<file path="config.mk">
export PLATFORM = sky130hd
export DESIGN_NAME = lsq_dcache_port
export DESIGN_NICKNAME = d
export VERILOG_FILES = /design/src/rtl/lsq_dcache_port.sv
export SDC_FILE = /design/constraint.sdc
export NUM_CORES = 1
export LEC_CHECK = 0
export BUFFER_PORTS_ARGS = -buffer_cell sky130_fd_sc_hd__buf_2
export CAP_MARGIN = 20
export CORE_AREA = 2 2 163 165
export CTS_BUF_LIST = sky130_fd_sc_hd__clkbuf_8
export DETAILED_ROUTE_END_ITERATION = 8
export DIE_AREA = 0 0 165 167
export HOLD_SLACK_MARGIN = 0.02
export PLACE_DENSITY = 0.67
export SYNTH_ARGS = -nofsm -noshare
export SYNTH_HDL_FRONTEND = slang
export SYNTH_SLANG_ARGS = --single-unit
</file>
<file path="constraint.sdc">
create_clock -name clock -period 19.1 [get_ports clock]
set_input_delay 3.82 -clock clock [delete_from_list [all_inputs] [get_ports clock]]
set_output_delay 3.82 -clock clock [all_outputs]
set_load 0.02 [all_outputs]
</file>
<file path="src/rtl/lsq_dcache_port.sv">
// Single-issue LSQ-to-dcache request port: holds one request and retries it until it is accepted.
// Tracks outstanding load misses by memory tag and reports completions on registered load and store buses.
module lsq_dcache_port #(
  parameter int NUM_MISS     = 4,
  parameter int ROB_TAG_BITS = 5
) (
  input  logic                    clock,
  input  logic                    reset,
  input  logic                    lsq_req_valid,
  input  logic                    lsq_req_is_store,
  input  logic [63:0]             lsq_req_addr,
  input  logic [63:0]             lsq_req_data,
  input  logic [ROB_TAG_BITS-1:0] lsq_req_rob_tag,
  output logic                    lsq_req_ready,
  input  logic                    lsq_flush,
  output logic [1:0]              proc2Dcache_command,
  output logic [63:0]             proc2Dcache_addr,
  output logic [63:0]             proc2Dcache_data,
  input  logic [63:0]             Dcache2proc_data,
  input  logic                    Dcache2proc_valid,
  input  logic [3:0]              Dcache2proc_tag,
  input  logic [3:0]              Dmem2Dcache_response,
  input  logic [3:0]              Dmem2Dcache_tag,
  output logic                    cdb_valid,
  output logic [ROB_TAG_BITS-1:0] cdb_rob_tag,
  output logic [63:0]             cdb_data,
  output logic                    st_done_valid,
  output logic [ROB_TAG_BITS-1:0] st_done_rob_tag,
  output logic                    miss_full
);

  localparam logic [1:0] BUS_NONE  = 2'd0;
  localparam logic [1:0] BUS_LOAD  = 2'd1;
  localparam logic [1:0] BUS_STORE = 2'd2;

  logic                    slot_valid_q, slot_valid_d;
  logic                    slot_is_store_q, slot_is_store_d;
  logic [63:0]             slot_addr_q, slot_addr_d;
  logic [63:0]             slot_data_q, slot_data_d;
  logic [ROB_TAG_BITS-1:0] slot_rob_q, slot_rob_d;

  logic [NUM_MISS-1:0]     miss_valid_q, miss_valid_d;
  logic [3:0]              miss_mem_tag_q [NUM_MISS];
  logic [ROB_TAG_BITS-1:0] miss_rob_q [NUM_MISS];
  logic [NUM_MISS-1:0]     match_vec, free_oh, alloc_vec;

  logic                    cdb_valid_d, st_done_valid_d;
  logic [ROB_TAG_BITS-1:0] cdb_rob_d, fill_rob;
  logic                    fill, issue, hit, miss_acc, store_retire, retire, accept, fill_hit;

  // A fill owns the cache this cycle; a load also waits when no miss entry is free.
  assign miss_full    = &miss_valid_q;
  assign fill         = (Dmem2Dcache_tag != 4'd0);
  assign issue        = slot_valid_q && !fill && !(!slot_is_store_q && miss_full);
  assign hit          = issue && !slot_is_store_q && Dcache2proc_valid && (Dcache2proc_tag == 4'd0);
  assign miss_acc     = issue && !slot_is_store_q && !Dcache2proc_valid && (Dcache2proc_tag != 4'd0);
  assign store_retire = issue && slot_is_store_q && (Dmem2Dcache_response != 4'd0);
  assign retire       = hit || miss_acc || store_retire;
  assign accept       = lsq_req_valid && lsq_req_ready && !lsq_flush;
  assign fill_hit     = fill && Dcache2proc_valid && (|match_vec);
  assign alloc_vec    = miss_acc ? free_oh : '0;

  assign lsq_req_ready       = !slot_valid_q || retire;
  assign proc2Dcache_command = !issue ? BUS_NONE : (slot_is_store_q ? BUS_STORE : BUS_LOAD);
  assign proc2Dcache_addr    = slot_addr_q;
  assign proc2Dcache_data    = slot_data_q;

  generate
    for (genvar gi = 0; gi < NUM_MISS; gi++) begin : g_miss
      assign match_vec[gi] = miss_valid_q[gi] && (miss_mem_tag_q[gi] == Dcache2proc_tag);

      always_ff @(posedge clock or posedge reset) begin
        if (reset) begin
          miss_mem_tag_q[gi] <= '0;
          miss_rob_q[gi]     <= '0;
        end else if (alloc_vec[gi]) begin
          miss_mem_tag_q[gi] <= Dcache2proc_tag;
          miss_rob_q[gi]     <= slot_rob_q;
        end
      end
    end
  endgenerate

  always_comb begin
    free_oh = '0;
    for (int i = 0; i < NUM_MISS; i++) begin
      if (!miss_valid_q[i] && (free_oh == '0)) free_oh[i] = 1'b1;
    end
  end

  // Memory never reuses an outstanding tag, so at most one entry can match.
  always_comb begin
    fill_rob = '0;
    for (int i = 0; i < NUM_MISS; i++) begin
      if (match_vec[i]) fill_rob = miss_rob_q[i];
    end
  end

  always_comb begin
    miss_valid_d = miss_valid_q;
    if (lsq_flush) begin
      miss_valid_d = '0;
    end else begin
      if (fill_hit) miss_valid_d = miss_valid_d & ~match_vec;
      miss_valid_d = miss_valid_d | alloc_vec;
    end
  end

  always_comb begin
    slot_valid_d    = slot_valid_q;
    slot_is_store_d = slot_is_store_q;
    slot_addr_d     = slot_addr_q;
    slot_data_d     = slot_data_q;
    slot_rob_d      = slot_rob_q;
    if (lsq_flush) begin
      slot_valid_d = 1'b0;
    end else if (accept) begin
      slot_valid_d    = 1'b1;
      slot_is_store_d = lsq_req_is_store;
      slot_addr_d     = lsq_req_addr;
      slot_data_d     = lsq_req_data;
      slot_rob_d      = lsq_req_rob_tag;
    end else if (retire) begin
      slot_valid_d = 1'b0;
    end
  end

  // Hits and fills never coincide (a fill blocks issue), so one CDB port suffices.
  always_comb begin
    cdb_valid_d     = !lsq_flush && (hit || fill_hit);
    cdb_rob_d       = hit ? slot_rob_q : fill_rob;
    st_done_valid_d = !lsq_flush && store_retire;
  end

  always_ff @(posedge clock or posedge reset) begin
    if (reset) begin
      slot_valid_q    <= 1'b0;
      slot_is_store_q <= 1'b0;
      slot_addr_q     <= '0;
      slot_data_q     <= '0;
      slot_rob_q      <= '0;
      miss_valid_q    <= '0;
      cdb_valid       <= 1'b0;
      cdb_rob_tag     <= '0;
      cdb_data        <= '0;
      st_done_valid   <= 1'b0;
      st_done_rob_tag <= '0;
    end else begin
      slot_valid_q    <= slot_valid_d;
      slot_is_store_q <= slot_is_store_d;
      slot_addr_q     <= slot_addr_d;
      slot_data_q     <= slot_data_d;
      slot_rob_q      <= slot_rob_d;
      miss_valid_q    <= miss_valid_d;
      cdb_valid       <= cdb_valid_d;
      st_done_valid   <= st_done_valid_d;
      if (cdb_valid_d) begin
        cdb_rob_tag <= cdb_rob_d;
        cdb_data    <= Dcache2proc_data;
      end
      if (st_done_valid_d) st_done_rob_tag <= slot_rob_q;
    end
  end

endmodule

</file>
After elaboration in Yosys (flattened, before gate mapping)
Cells that the tools add are included.

Equality and inequality tests: 4. Muxes and demuxes: 18. Bitwise logic cells: 4. Reduce and logical (&&, ||, !) cells: 46.

Operators with widths (number): $mux 5 (5); $logic_and 1x1->1 (23); $eq 4x4->1 (4); $mux 4 (4); $reduce_bool 4->1 (3); $logic_not 1->1 (9); $mux 1 (7); $and 4x4->4 (1); $logic_not 4->1 (1); $logic_or 1x1->1 (4); $mux 2 (2); $not 4->4 (1); $or 4x4->4 (1); $reduce_and 4->1 (1); $reduce_or 4->1 (1); $logic_not 3->1 (1); $reduce_bool 3->1 (1); $logic_not 2->1 (1); $reduce_and 2->1 (1); $not 1->1 (1).

Register bits: 251. Output and inout port bits: 208. Logic and storage cells: 91.

Logic depth before layout (Yosys ltp)
Word-level depth: 14. Gate-level depth with buffers: 11.

Least setup slack after synthesis
Ideal clock, no wire load.

Path kind: input-to-output. From: input port Dmem2Dcache_tag[1]. To: output port lsq_req_ready. Arrival: 4.880 ns. Required time: 15.280 ns. Slack: 10.400 ns. Stages: 5. Buffers on the path: 0. Cells stage by stage: nor4_4 > nand4b_2 > inv_2 > nand3_1 > nand4b_1.

Word-level cells in the longest chain between the ends: 10.

RTL lines: from (decl) (line 23) `input logic [3:0] Dmem2Dcache_tag,`; $reduce_bool 4->1 (*) (line 53) `assign fill = (Dmem2Dcache_tag != 4'd0);`; $logic_not 1->1 (*) (line 54) `assign issue = slot_valid_q && !fill && !(!slot_is_store_q && miss_full);`; $logic_and 1x1->1 (*) (2 in a row) (line 54); $logic_and 1x1->1 (line 55, 56); $logic_and 1x1->1 (on tied branches) (2 in a row) (line 55, 56); $logic_or 1x1->1 (line 58) `assign retire = hit || miss_acc || store_retire;`; $logic_or 1x1->1 (*) (line 58); $logic_or 1x1->1 (*) (line 63) `assign lsq_req_ready = !slot_valid_q || retire;`; to (decl) (line 14) `output logic lsq_req_ready,`.

Every way passes the cells marked *; elsewhere a longest branch is shown, timed or not.

Worst setup path in the final report
Same ends and word-level chain as after synthesis.

==> metrics.yaml <==
run_status:
  outcome: "finished clean"
cts:
  cts_resized: 0
  clk_pin_slew_ns: 0.06
  cts.sinks: 251
  ctsHoldBuffers: 0
  post_cts.repair.setup_buffers: 0
  htree_num_levels: 2
  cts-buffers-inserted: 44
  cts-root-buf: "clkbuf_8"
  clk_latency_ns: 0.54
  cts_tree: "built"
  clock_path_buffers: 3
yosys:
  synthFlopType: "dfrtp_1"
  synth_warnings: 0
  syn_area_um2: 10100
  synth_nets: 832
  synth_top_area_share: 0.623
  synth.area.top_cells: "dfrtp_1 62%, mux2_2 19%, mux2_4 8.9%, buf_6 0.78%, buf_2 0.65%"
  ys_seq_area_frac: 0.623
  synthTopCellsByCount: "251 x dfrtp_1, 170 x mux2_2, 60 x mux2_4"
  async_flop_share: 1.00
  yosysMostFrequentCell: "dfrtp_1"
  ys_seq_elements: 251
  synth_area_per_cell_um2: 16.3
  netlist.top_cell.by_area: "dfrtp_1"
  synth.distinct_cells: 42
  syn_inst: 617
  synth_enable_flop_cells: 0
worst_setup_path:
  required_ns: 15.28
  cp-start-kind: "primary input"
  r2r_cells: 9
  path_max_fanout: 12
  cp_common_cell: "buf_2"
  cp_cell_sequence: "buf_2 > nor4_4 > nand4b_2 > inv_2 > nand3_1 > nand4b_1 > buf_2"
  crit_arrival_ns: 5.49
  crit_type: "primary input to output port"
  slowest_delay_ns: 0.34
  crit_buf_inv: 3
  cp_num_cells: 7
  crit_slowest_cell: "nor4_4"
  cp_top_family: "simple AND/OR/NAND/NOR gates"
  critPathCaptureType: "output port"
route:
  vias: 6805
  post_drt_wl_per_cell_um: 18.3
  routed_wl_um: 26100
  ant_nets: 0
  vias_per_cell: 4.77
  drc: 0
  drt_iter0_markers: 371
  firstDrtPassIters: 4
flow_run:
  max_cap_violations: 0
place:
  port-buffer-count: 422
  gp_routability_congestion: 0.834
  dp_hpwl_um: 19400
floorplanning:
  io_pins: 423
  core_um2: 25800
  start_util: 0.391
  die_w_um: 165
  num_rows: 59
  die_area_um2: 27600
  die_y_um: 167
timing:
  period_minus_slack_ns: 9.31
  fin_tns_setup_ns: 0
  timing.final.max_slew_violations: 0
  fmax_mhz: 107
  finalCritPeriodShare: 0.488
  tightestPinTransition_ns: 0.983
  relSlewSlack: 0.345
  hold_viol_final: 0
  setup_viol: 0
  finalClockSkew_ns: 0.0146
  rsz0062_at_grt: "no"
global_routing:
  antenna_found_initial: 8
  grt_pass1_vias: 7033
  grt_first_pass_wirelength_um: 39200
  grt_max_degree: 115
  grt_overflow: 0
  grt_use_total: 0.184
min_path:
  hold_depth: 1
  min_path_type: "register to register"
power:
  peakVddDrop_mv: 0.0697
  p_per_area_nw_per_um2: 103
  leakagePower_nw: 7.15
  power_w: 0.00136
layout:
  drive_above_1_share: 0.672
  syn_to_final_growth_pct: 32.0
  nets: 1275
  fillers: 2257
stage by stage:
stage / instance area (um2) / utilization / setup WS (ns) / std cells / hold slack, ns
after floorplan: 10100 / - / 8.38 / 617 / 0.469
after global placement: 12500 / 0.483 / 9.88 / 1349 / 0.463
after detailed placement: 12500 / 0.483 / 9.82 / 1349 / 0.472
after CTS: 13300 / 0.516 / 9.79 / 1423 / 0.484
after global routing: 13300 / 0.516 / 9.63 / 1425 / 0.507
final: 13300 / 0.516 / 9.79 / 1427 / 0.482
layout make-up:
class / count / area, um2 / share of cell area
Antenna cell: 4 / 10.0 / 0.000753
Clock inverter: 20 / 86.3 / 0.00649
Sequential cell: 251 / 6280 / 0.472
Timing Repair Buffer: 428 / 2160 / 0.162
Inverter: 10 / 45.0 / 0.00339
Clock buffer: 54 / 743 / 0.0559
Tap cell: 335 / 419 / 0.0315
Multi-Input combinational cell: 325 / 3550 / 0.267
placed cells by master, fill, tap and decap left out, drive strengths merged, types with 3 or more instances in the layout:
cell	netlist	routed
buf	27	428
dfrtp	251	251
mux2	235	235
clkbuf	4	54
inv	10	25
nor2	10	10
xor2	7	7
xnor2	6	6
nand2	6	6
a21oi	6	6
nand3	5	5
a22oi	5	5
o221a	5	5
o32a	5	5
diode	0	4
nand2b	4	4
o21ai	4	4
clkinv	0	3
nor4	3	3
nor3	3	3
cell families (layout without fill, tap and decap cells):
family | after synthesis | in the layout | share of synthesized area
flops | 251 | 251 | 0.623
mux | 235 | 235 | 0.285
simple gates | 41 | 41 | 0.0262
buf+inv | 41 | 512 | 0.0247
compound gates | 36 | 36 | 0.0293
xor+xnor | 13 | 13 | 0.0113
other cells | 0 | 4 | 0
where the power goes:
group | internal (W) | total (W) | switching, W
Sequential | 0.000595 | 0.000631 | 0.0000357
Combinational | 0.000119 | 0.000270 | 0.000150
Clock | 0.000253 | 0.000463 | 0.000210
final timing paths:
path	start	to	slack, ns
max	Dmem2Dcache_tag[1]	lsq_req_ready	9.79
min	cdb_data[2]$_DFFE_PP0P_	cdb_data[2]$_DFFE_PP0P_	0.48
max reg2reg	miss_valid_q[0]$_DFF_PP0_	proc2Dcache_data[4]$_DFFE_PP0P_	14.68
min reg2reg	cdb_data[2]$_DFFE_PP0P_	cdb_data[2]$_DFFE_PP0P_	0.48
max in group asynchronous	reset	proc2Dcache_data[27]$_DFFE_PP0P_	13.40
min in group asynchronous	reset	proc2Dcache_addr[10]$_DFFE_PP0P_	3.40
layer usage:
metal / share of wire / routed length (um) / up-vias / track usage
met4: 0.031 / 802 / 6 / 0.0684
met1: 0.38 / 9910 / 3337 / 0.216
met3: 0.088 / 2300 / 64 / 0.0640
met2: 0.50 / 13100 / 287 / 0.311
li1: - / - / 3111 / -
met5: 0.0017 / 44 / - / 0
registers in the layout, indices dropped and copies added, names as in the netlist:
register / count
miss_valid_q: 4
slot_rob_q: 5
miss_mem_tag_q: 16
st_done_rob_tag: 5
slot_valid_q: 1
cdb_valid: 1
cdb_rob_tag: 5
cdb_data: 64
proc2Dcache_addr: 64
proc2Dcache_data: 64
st_done_valid: 1
miss_rob_q: 20
slot_is_store_q: 1
worst reg2reg max path, cell delays in order (launching register included):
cell	delay (ns)
dfrtp_1	0.48
nand4_1	0.22
nand4b_2	0.22
inv_2	0.07
nand3_1	0.35
nand4b_1	0.25
nand3b_1	0.48
buf_4	0.80
buf_4	0.98
mux2_2	0.46
Power figures use the tool's default switching activity.
